[src/rtl/volume_pkg.sv]
// Shared types and default timing constants for the volume step sequencer.
package volume_pkg;

  typedef enum logic [1:0] {
    IDLE,
    FIRST,
    DELAY,
    REPEAT
  } state_t;

  typedef enum logic [1:0] {
    NONE,
    UP,
    DOWN
  } dir_t;

  localparam int DEFAULT_REPEAT_DELAY = 8;
  localparam int DEFAULT_REPEAT_RATE  = 4;

endpackage

[src/rtl/volume_ctrl_rep_timer.sv]
// Loadable down-counter with a zero flag; pacing for the auto-repeat sequence.
module rep_timer #(
  parameter int W = 3
) (
  input  logic         clk,
  input  logic         reset,
  input  logic         load,
  input  logic [W-1:0] load_value,
  output logic         zero
);

  logic [W-1:0] count;

  // Counts down to zero and parks there until the next load.
  always_ff @(posedge clk) begin
    if (reset) begin
      count <= '0;
    end else if (load) begin
      count <= load_value;
    end else if (count != '0) begin
      count <= count - 1'b1;
    end
  end

  assign zero = (count == '0);

endmodule

[src/rtl/volume_ctrl.sv]
// Button/remote to up/down step sequencer with auto-repeat and saturation.
// Remote channel is enabled by defining VOLUME_CTRL_REMOTE_EN.
module volume_ctrl
  import volume_pkg::*;
#(
  parameter int WIDTH        = 4,
  parameter int REPEAT_DELAY = DEFAULT_REPEAT_DELAY,
  parameter int REPEAT_RATE  = DEFAULT_REPEAT_RATE
) (
  input  logic             clk,
  input  logic             reset,
  input  logic             btn_up,
  input  logic             btn_down,
  input  logic             rem_valid,
  input  logic             rem_dir,
  output logic             rem_ready,
  input  logic [WIDTH-1:0] volume,
  output logic             up,
  output logic             down
);

  localparam int TMAX = (REPEAT_DELAY > REPEAT_RATE) ? REPEAT_DELAY : REPEAT_RATE;
  localparam int TW   = (TMAX > 2) ? $clog2(TMAX) : 1;
  localparam logic [TW-1:0]    DELAY_LOAD = TW'(REPEAT_DELAY - 1);
  localparam logic [TW-1:0]    RATE_LOAD  = TW'(REPEAT_RATE - 1);
  localparam logic [WIDTH-1:0] VOL_MAX    = '1;

  state_t        state, state_n;
  dir_t          held, held_n, dir;
  logic          step, step_up, t_load, t_zero, last_step;
  logic          remote_ok, remote_up;
  logic [TW-1:0] t_value;

  always_comb begin
    dir = NONE;
    if (btn_up && !btn_down) dir = UP;
    else if (btn_down && !btn_up) dir = DOWN;
  end

`ifdef VOLUME_CTRL_REMOTE_EN
  // Remote may step only from a quiet IDLE, which also enforces 2-cycle spacing.
  assign rem_ready = !reset && (state == IDLE) && !btn_up && !btn_down && !last_step;
  assign remote_ok = rem_valid && rem_ready;
  assign remote_up = rem_dir;
`else
  logic unused_remote;
  assign unused_remote = rem_valid ^ rem_dir ^ last_step;
  assign rem_ready     = 1'b0;
  assign remote_ok     = 1'b0;
  assign remote_up     = 1'b0;
`endif

  // Fresh presses and direction swaps restart the delay; release wins over a due repeat.
  always_comb begin
    state_n = state;
    held_n  = held;
    step    = 1'b0;
    step_up = 1'b0;
    t_load  = 1'b0;
    t_value = DELAY_LOAD;
    if (state != IDLE && dir == NONE) begin
      state_n = IDLE;
      held_n  = NONE;
    end else if (dir != NONE && (state == IDLE || dir != held)) begin
      step    = 1'b1;
      step_up = (dir == UP);
      held_n  = dir;
      t_load  = 1'b1;
      t_value = DELAY_LOAD;
      state_n = FIRST;
    end else if (state == FIRST) begin
      state_n = DELAY;
    end else if ((state == DELAY || state == REPEAT) && t_zero) begin
      step    = 1'b1;
      step_up = (held == UP);
      t_load  = 1'b1;
      t_value = RATE_LOAD;
      state_n = REPEAT;
    end else if (state == IDLE && remote_ok) begin
      step    = 1'b1;
      step_up = remote_up;
    end
  end

  always_ff @(posedge clk) begin
    if (reset) begin
      state     <= IDLE;
      held      <= NONE;
      up        <= 1'b0;
      down      <= 1'b0;
      last_step <= 1'b0;
    end else begin
      state     <= state_n;
      held      <= held_n;
      up        <= step && step_up && (volume != VOL_MAX);
      down      <= step && !step_up && (volume != '0);
      last_step <= step;
    end
  end

  rep_timer #(
    .W(TW)
  ) u_timer (
    .clk       (clk),
    .reset     (reset),
    .load      (t_load),
    .load_value(t_value),
    .zero      (t_zero)
  );

endmodule

[config.mk]
export PLATFORM = sky130hd
export DESIGN_NAME = volume_ctrl
export DESIGN_NICKNAME = d
export VERILOG_FILES = /design/src/rtl/volume_pkg.sv /design/src/rtl/volume_ctrl_rep_timer.sv /design/src/rtl/volume_ctrl.sv
export SDC_FILE = /design/constraint.sdc
export NUM_CORES = 1
export LEC_CHECK = 0
export ABC_AREA = 1
export CAP_MARGIN = 40
export CORE_AREA = 2 2 39 41
export DETAILED_ROUTE_END_ITERATION = 8
export DIE_AREA = 0 0 41 43
export GPL_TIMING_DRIVEN = 0
export PLACE_DENSITY = 0.78
export SYNTH_ARGS = -nofsm -noshare
export SYNTH_HDL_FRONTEND = slang
export SYNTH_SLANG_ARGS = --single-unit
[constraint.sdc]
create_clock -name clk -period 1.7 [get_ports clk]
set_input_delay 0.34 -clock clk [delete_from_list [all_inputs] [get_ports clk]]
set_output_delay 0.34 -clock clk [all_outputs]
set_load 0.01 [all_outputs]
==> results.sh, run 1 <==
export IMPL_yosysTopAreaCellShare_pct=31.51
export IMPL_dp_hpwl_um=739.4
export IMPL_cap_violations=0
export IMPL_worst_setup_path_start_kind="flop"
export IMPL_root_buffer="clkbuf_4"
export IMPL_drive_gt1_share_pct=30.34
export IMPL_crit_type="flop to flop"
export IMPL_grt_overflow_total=0
export IMPL_tritoncts="yes"
export IMPL_ys_ff_latch=9
export IMPL_leakage_nw=0.3670
export IMPL_numCtsBuffers=3
export IMPL_fillCellCount=135
export IMPL_syn_inst=74
export IMPL_antenna_left=0
export IMPL_endpoint_kind="flop"
export IMPL_diodes=0
export IMPL_synth_edf_count=0
export IMPL_timing_final_crit_share_pct=86.94
export IMPL_antenna_found_initial=0
export IMPL_yosys_warnings=0
export IMPL_finalHoldViolations=0
export IMPL_tns_ns=0
export IMPL_async_flop_share_pct=0
export IMPL_p_per_area_nw_per_um2=997.8
export IMPL_wl_per_cell_um=9.657
export IMPL_cp_arrival_ns=1.69
export IMPL_cts_max_level=1
export IMPL_max_freq_mhz=676.6
export IMPL_die_w_um=41
export IMPL_final_nets=105
export IMPL_synth_most_common_cell="inv_1"
export IMPL_grt_max_degree=8
export IMPL_cts_sinks=9
export IMPL_seq_area_sq_um=180.2
export IMPL_synth_top_cell_by_area="dfxtp_1"
export IMPL_track_usage_pct=14.03
export IMPL_slew_viol_final=0
export IMPL_clock_latency_ns=0.27
export IMPL_fin_crit_ns=1.478
export IMPL_synth_avg_cell_area_sq_um=7.727
export IMPL_numPortBuffers=9
export IMPL_critPathSlowestCell="dfxtp_1"
export IMPL_slowest_delay_ns=0.31
export IMPL_die_h_um=43
export IMPL_synth_net_count=89
export IMPL_core_sq_um=1384
export IMPL_io_pin_count=13
export IMPL_synthFlopType="dfxtp_1"
export IMPL_vias=484
export IMPL_crit_path_cell_trace="inv_1 > ha_1 > inv_1 > nor2_4 > nand2_2 > nor3_1 > nand3_1 > nand2_1 > nand2_1 > nor2_2"
export IMPL_r2r_start="u_timer.count[0]$_SDFFE_PP0P_"
export IMPL_routed_wl_um=1014
export IMPL_crit_required_ns=1.91
export IMPL_ir_drop_mv=0.4847
export IMPL_yosysSeqAreaShare_pct=31.51
export IMPL_critPathMaxFanout=5
export IMPL_status="completed"
export IMPL_via_per_inst=4.610
export IMPL_yosys_top_cells_count="inv_1 (12), nand2_1 (10), dfxtp_1 (9)"
export IMPL_syn_cell_area_sq_um=571.8
export IMPL_synth_top_cells_by_area="dfxtp_1 (32%), ha_1 (11%), inv_1 (7.9%)"
export IMPL_hold_class="flop to flop"
export IMPL_multiInputGateArea_sq_um=334.1
export IMPL_grt_pass1_wl_um=1552
export IMPL_remaining_drc_errors=0
export IMPL_pre_cts_slack_ns=-0.2365
export IMPL_worstSetupStartpoint="u_timer.count[0]$_SDFFE_PP0P_"
export IMPL_skew_ns=0.001194
export IMPL_grt_pass1_vias=386
export IMPL_fin_ws_ns=0.2220
export IMPL_place_congestion=0.7734
export IMPL_cts_clk_slew_worst_paths_ns=0.06
export IMPL_core_rowCount=14
export IMPL_area_growth_pct=29.10
export IMPL_hold_start="held[0]$_SDFFE_PP0P_"
export IMPL_drt_initial_drc_count=6
export IMPL_initial_utilization_pct=41.32
export IMPL_synth_cell_types=23
export IMPL_cts_max_path_buffers=2
export IMPL_drtPass1Iterations=4
export IMPL_die_area_sq_um=1763
export IMPL_setup_viol=0
export IMPL_rsz0062_at_grt="false"
## final timing paths
kind,slack (ns),endpoint,cells after the start
worst min register to register,0.48,held[0]$_SDFFE_PP0P_,2
worst min-delay path,0.48,held[0]$_SDFFE_PP0P_,2
worst max-delay path,0.22,up$_SDFF_PP0_,10
worst max register to register,0.22,up$_SDFF_PP0_,10
## routing by layer
layer	vias to the layer above	GRT usage (%)	part of all wire [%]
li1	257	-	-
met2	14	18.13	49
met3	5	6.283	4.8
met4	0	14.00	4.3
met1	208	15.69	41
met5	-	0	0
## critical path, delay by kind of cell, from the launching register on
kind	cells	cell delay, ns
buffers and inverters	2	0.14
and+or+nand+nor	7	0.83
DFF	1	0.31
adders and majority gates	1	0.14
## registers in the layout (all words and copies together), names as in the netlist
signal and cells:
down 1, state 2, u_timer.count 3, held 2, up 1
## final cells by class
type | instances | area share, %
tap | 16 | 2.712
buffer | 1 | 1.017
inverter | 16 | 8.136
sequential | 9 | 24.41
timing repair buffer | 11 | 14.92
clock buffer | 4 | 3.559
multi-input combinational | 48 | 45.25
## cell usage in the layout (no fill, tap or decap), drive strengths merged, types with 2 or more instances in the layout
master / synthesis / final
a21oi: 6 / 6
buf: 1 / 3
clkbuf: 0 / 4
clkdlybuf4s50: 0 / 7
dfxtp: 9 / 9
dlymetal6s2s: 0 / 2
ha: 5 / 5
inv: 16 / 16
nand2: 18 / 18
nand3: 3 / 3
nor2: 6 / 6
o21ai: 2 / 2
xor2: 2 / 2
## cell families (layout without fill, tap and decap cells)
kind of cell	after synthesis	in the layout	share of synthesized area (%)
buf+inv	17	32	11.82
other cells	1	1	0.6558
compound gates	10	10	12.25
fa+ha+maj	5	5	10.94
simple gates	30	30	29.76
xor+xnor	2	2	3.064
flops	9	9	31.51
## report_power, final
part           leakage, nW  internal, mW  switching (mW)
sequential          0.0744         0.249          0.0243
clock               0.0150        0.0909          0.0814
combinational        0.278         0.128           0.163
## per-stage QoR
| stage | utilization [%] | cells | instance area (sq um) | hold WS, ns | total power [mW] |
|---|---|---|---|---|---|
| 2_1_floorplan | - | 74 | 571.8 | 0.4069 | 0.4943 |
| 3_3_place_gp | 49.28 | 99 | 681.9 | 0.4643 | 0.5486 |
| 3_5_place_dp | 49.28 | 99 | 681.9 | 0.4703 | 0.5550 |
| 4_1_cts | 51.18 | 103 | 708.2 | 0.4796 | 0.7317 |
| 5_1_grt | 53.35 | 105 | 738.2 | 0.5115 | 0.7880 |
| 6_report | 53.35 | 105 | 738.2 | 0.4812 | 0.7366 |
## what timing repair did
item                                    in CTS  in global routing
setup buffers                                0                  2
hold buffers                                 0                  0
endpoints found under the setup margin       0                  6
gates resized for setup                      0                  6
Power figures use the tool's default switching activity.
==> run 2: changes to the inputs <==
--- a/config.mk
+++ b/config.mk
@@ -11,6 +11,7 @@
 export DETAILED_ROUTE_END_ITERATION = 8
 export DIE_AREA = 0 0 41 43
 export GPL_TIMING_DRIVEN = 0
+export MAX_ROUTING_LAYER = met4
 export PLACE_DENSITY = 0.78
 export SYNTH_ARGS = -nofsm -noshare
 export SYNTH_HDL_FRONTEND = slang
==> run 2 against run 1 <==
Clock-buffer cell count is the same. Total power fell by 0.12%. Register-to-register slack about the same. Via count up 0.62%. Combinational power hardly changed. Sequential power hardly changed. Setup slack did not move. Critical path type unchanged.
==> results.sh, run 2 (synthesis gave the netlist of run 1 again) <==
export IMPL_timing_final_crit_share_pct=86.94
export IMPL_grt_pass1_vias=388
export IMPL_cts_clk_slew_worst_paths_ns=0.06
export IMPL_min_path_cells=2
export IMPL_track_usage_pct=14.37
export IMPL_cap_violations=0
export IMPL_final_common_cell="inv_1"
export IMPL_cts_sinks=9
export IMPL_setup_viol=0
export IMPL_hold_class="flop to flop"
export IMPL_worst_setup_path_start_kind="flop"
export IMPL_drt_initial_drc_count=6
export IMPL_vias=487
export IMPL_diodes=0
export IMPL_wl_per_cell_um=9.629
export IMPL_root_buffer="clkbuf_4"
export IMPL_clock_latency_ns=0.27
export IMPL_leakage_nw=0.3670
export IMPL_die_w_um=41
export IMPL_place_congestion=0.7838
export IMPL_crit_path_cell_trace="inv_1 > ha_1 > inv_1 > nor2_4 > nand2_2 > nor3_1 > nand3_1 > nand2_1 > nand2_1 > nor2_2"
export IMPL_p_per_area_nw_per_um2=996.6
export IMPL_final_cell_mix="inv_1 (11), nand2_1 (10), dfxtp_1 (9)"
export IMPL_routed_wl_um=1011
export IMPL_grtUsageMet3_pct=6.283
export IMPL_skew_ns=0.0002236
export IMPL_drive_gt1_share_pct=30.34
export IMPL_crit_required_ns=1.91
export IMPL_rr_worst_depth=10
export IMPL_ir_drop_mv=0.4814
export IMPL_cp_arrival_ns=1.69
export IMPL_dp_hpwl_um=739.4
export IMPL_top_register="u_timer.count"
export IMPL_critPathSlowestCell="dfxtp_1"
export IMPL_grt_overflow_total=0
export IMPL_final_nets=105
export IMPL_grt_pass1_wl_um=1559
export IMPL_dpl_instance_area_sq_um=681.9
export IMPL_critPathMaxFanout=5
export IMPL_die_area_sq_um=1763
export IMPL_grt_max_degree=8
export IMPL_whs_ns=0.4810
export IMPL_core_rowCount=14
export IMPL_grt_busiest_layer="met2"
export IMPL_tritoncts="yes"
export IMPL_numPortBuffers=9
export IMPL_largest_register_ffs=3
export IMPL_drtPass1Iterations=4
export IMPL_initial_utilization_pct=41.32
export IMPL_finalInstanceArea_sq_um=738.2
export IMPL_cts_max_path_buffers=2
export IMPL_core_sq_um=1384
export IMPL_rsz0062_at_grt="false"
export IMPL_crit_family="simple AND/OR/NAND/NOR gates"
export IMPL_slowest_delay_ns=0.31
export IMPL_numCtsBuffers=3
export IMPL_fin_crit_ns=1.478
export IMPL_cts_max_level=1
export IMPL_met2_usage_pct=18.13
export IMPL_slew_viol_final=0
export IMPL_finalHoldViolations=0
export IMPL_max_freq_mhz=676.6
export IMPL_antenna_left=0
export IMPL_area_growth_pct=29.10
export IMPL_antenna_found_initial=0
export IMPL_remaining_drc_errors=0
export IMPL_worst_path_buf_inv=2
export IMPL_via_per_inst=4.638
export IMPL_endpoint_kind="flop"
export IMPL_cp_depth=10
export IMPL_status="completed"
export IMPL_io_pin_count=13
export IMPL_reg_top3="u_timer.count x3, held x2, state x2"
export IMPL_die_h_um=43
export IMPL_crit_type="flop to flop"
export IMPL_met1_usage_pct=15.69
run 2: cell counts in the layout (fill, tap and decap cells not counted):
No cell type changed its count.
run 2: through the flow:
| step | total power, mW | util [%] | setup slack [ns] | cells | TNS [ns] |
|---|---|---|---|---|---|
| 2_1_floorplan | 0.4943 | - | 0.3533 | 74 | 0 |
| 3_3_place_gp | 0.5486 | 49.28 | -0.2085 | 99 | -1.164 |
| 3_5_place_dp | 0.5550 | 49.28 | -0.2365 | 99 | -1.401 |
| 4_1_cts | 0.7317 | 51.18 | 0.06307 | 103 | 0 |
| 5_1_grt | 0.7880 | 53.35 | 0.05783 | 105 | 0 |
| 6_report | 0.7357 | 53.35 | 0.2220 | 105 | 0 |
run 2: final cells by class:
cell class	count	area [sq um]
Multi-Input combinational cell	48	334.1
Clock buffer	4	26.28
Timing Repair Buffer	11	110.1
Inverter	16	60.06
Buffer	1	7.507
Sequential cell	9	180.2
Fill cell	135	645.6
Tap cell	16	20.02
run 2: tightest hold or removal path: stages, from the launching register on:
cell	delay (ns)
dfxtp_1	0.32
inv_2	0.07
a21oi_1	0.05
run 2: path summary, 6_finish.rpt:
check | slack, ns | from | to
max | 0.22 | u_timer.count[0]$_SDFFE_PP0P_ | up$_SDFF_PP0_
min | 0.48 | held[0]$_SDFFE_PP0P_ | held[0]$_SDFFE_PP0P_
max reg2reg | 0.22 | u_timer.count[0]$_SDFFE_PP0P_ | up$_SDFF_PP0_
min reg2reg | 0.48 | held[0]$_SDFFE_PP0P_ | held[0]$_SDFFE_PP0P_
run 2: metal layers:
layer | wire (um) | vias up
met5 | 0 | -
li1 | - | 257
met3 | 49 | 5
met2 | 504 | 14
met4 | 44 | 0
met1 | 412 | 211
run 2: timing repair:
action | in CTS | in global routing
endpoints found under the setup margin | 0 | 6
gates resized for setup | 0 | 6
hold buffers | 0 | 0
buffers inserted | 0 | 2
run 2: report_power, final:
group          switching [mW]  internal (mW)
Clock                  0.0806         0.0908
Combinational           0.163          0.128
Sequential             0.0243          0.249
Total                   0.268          0.468
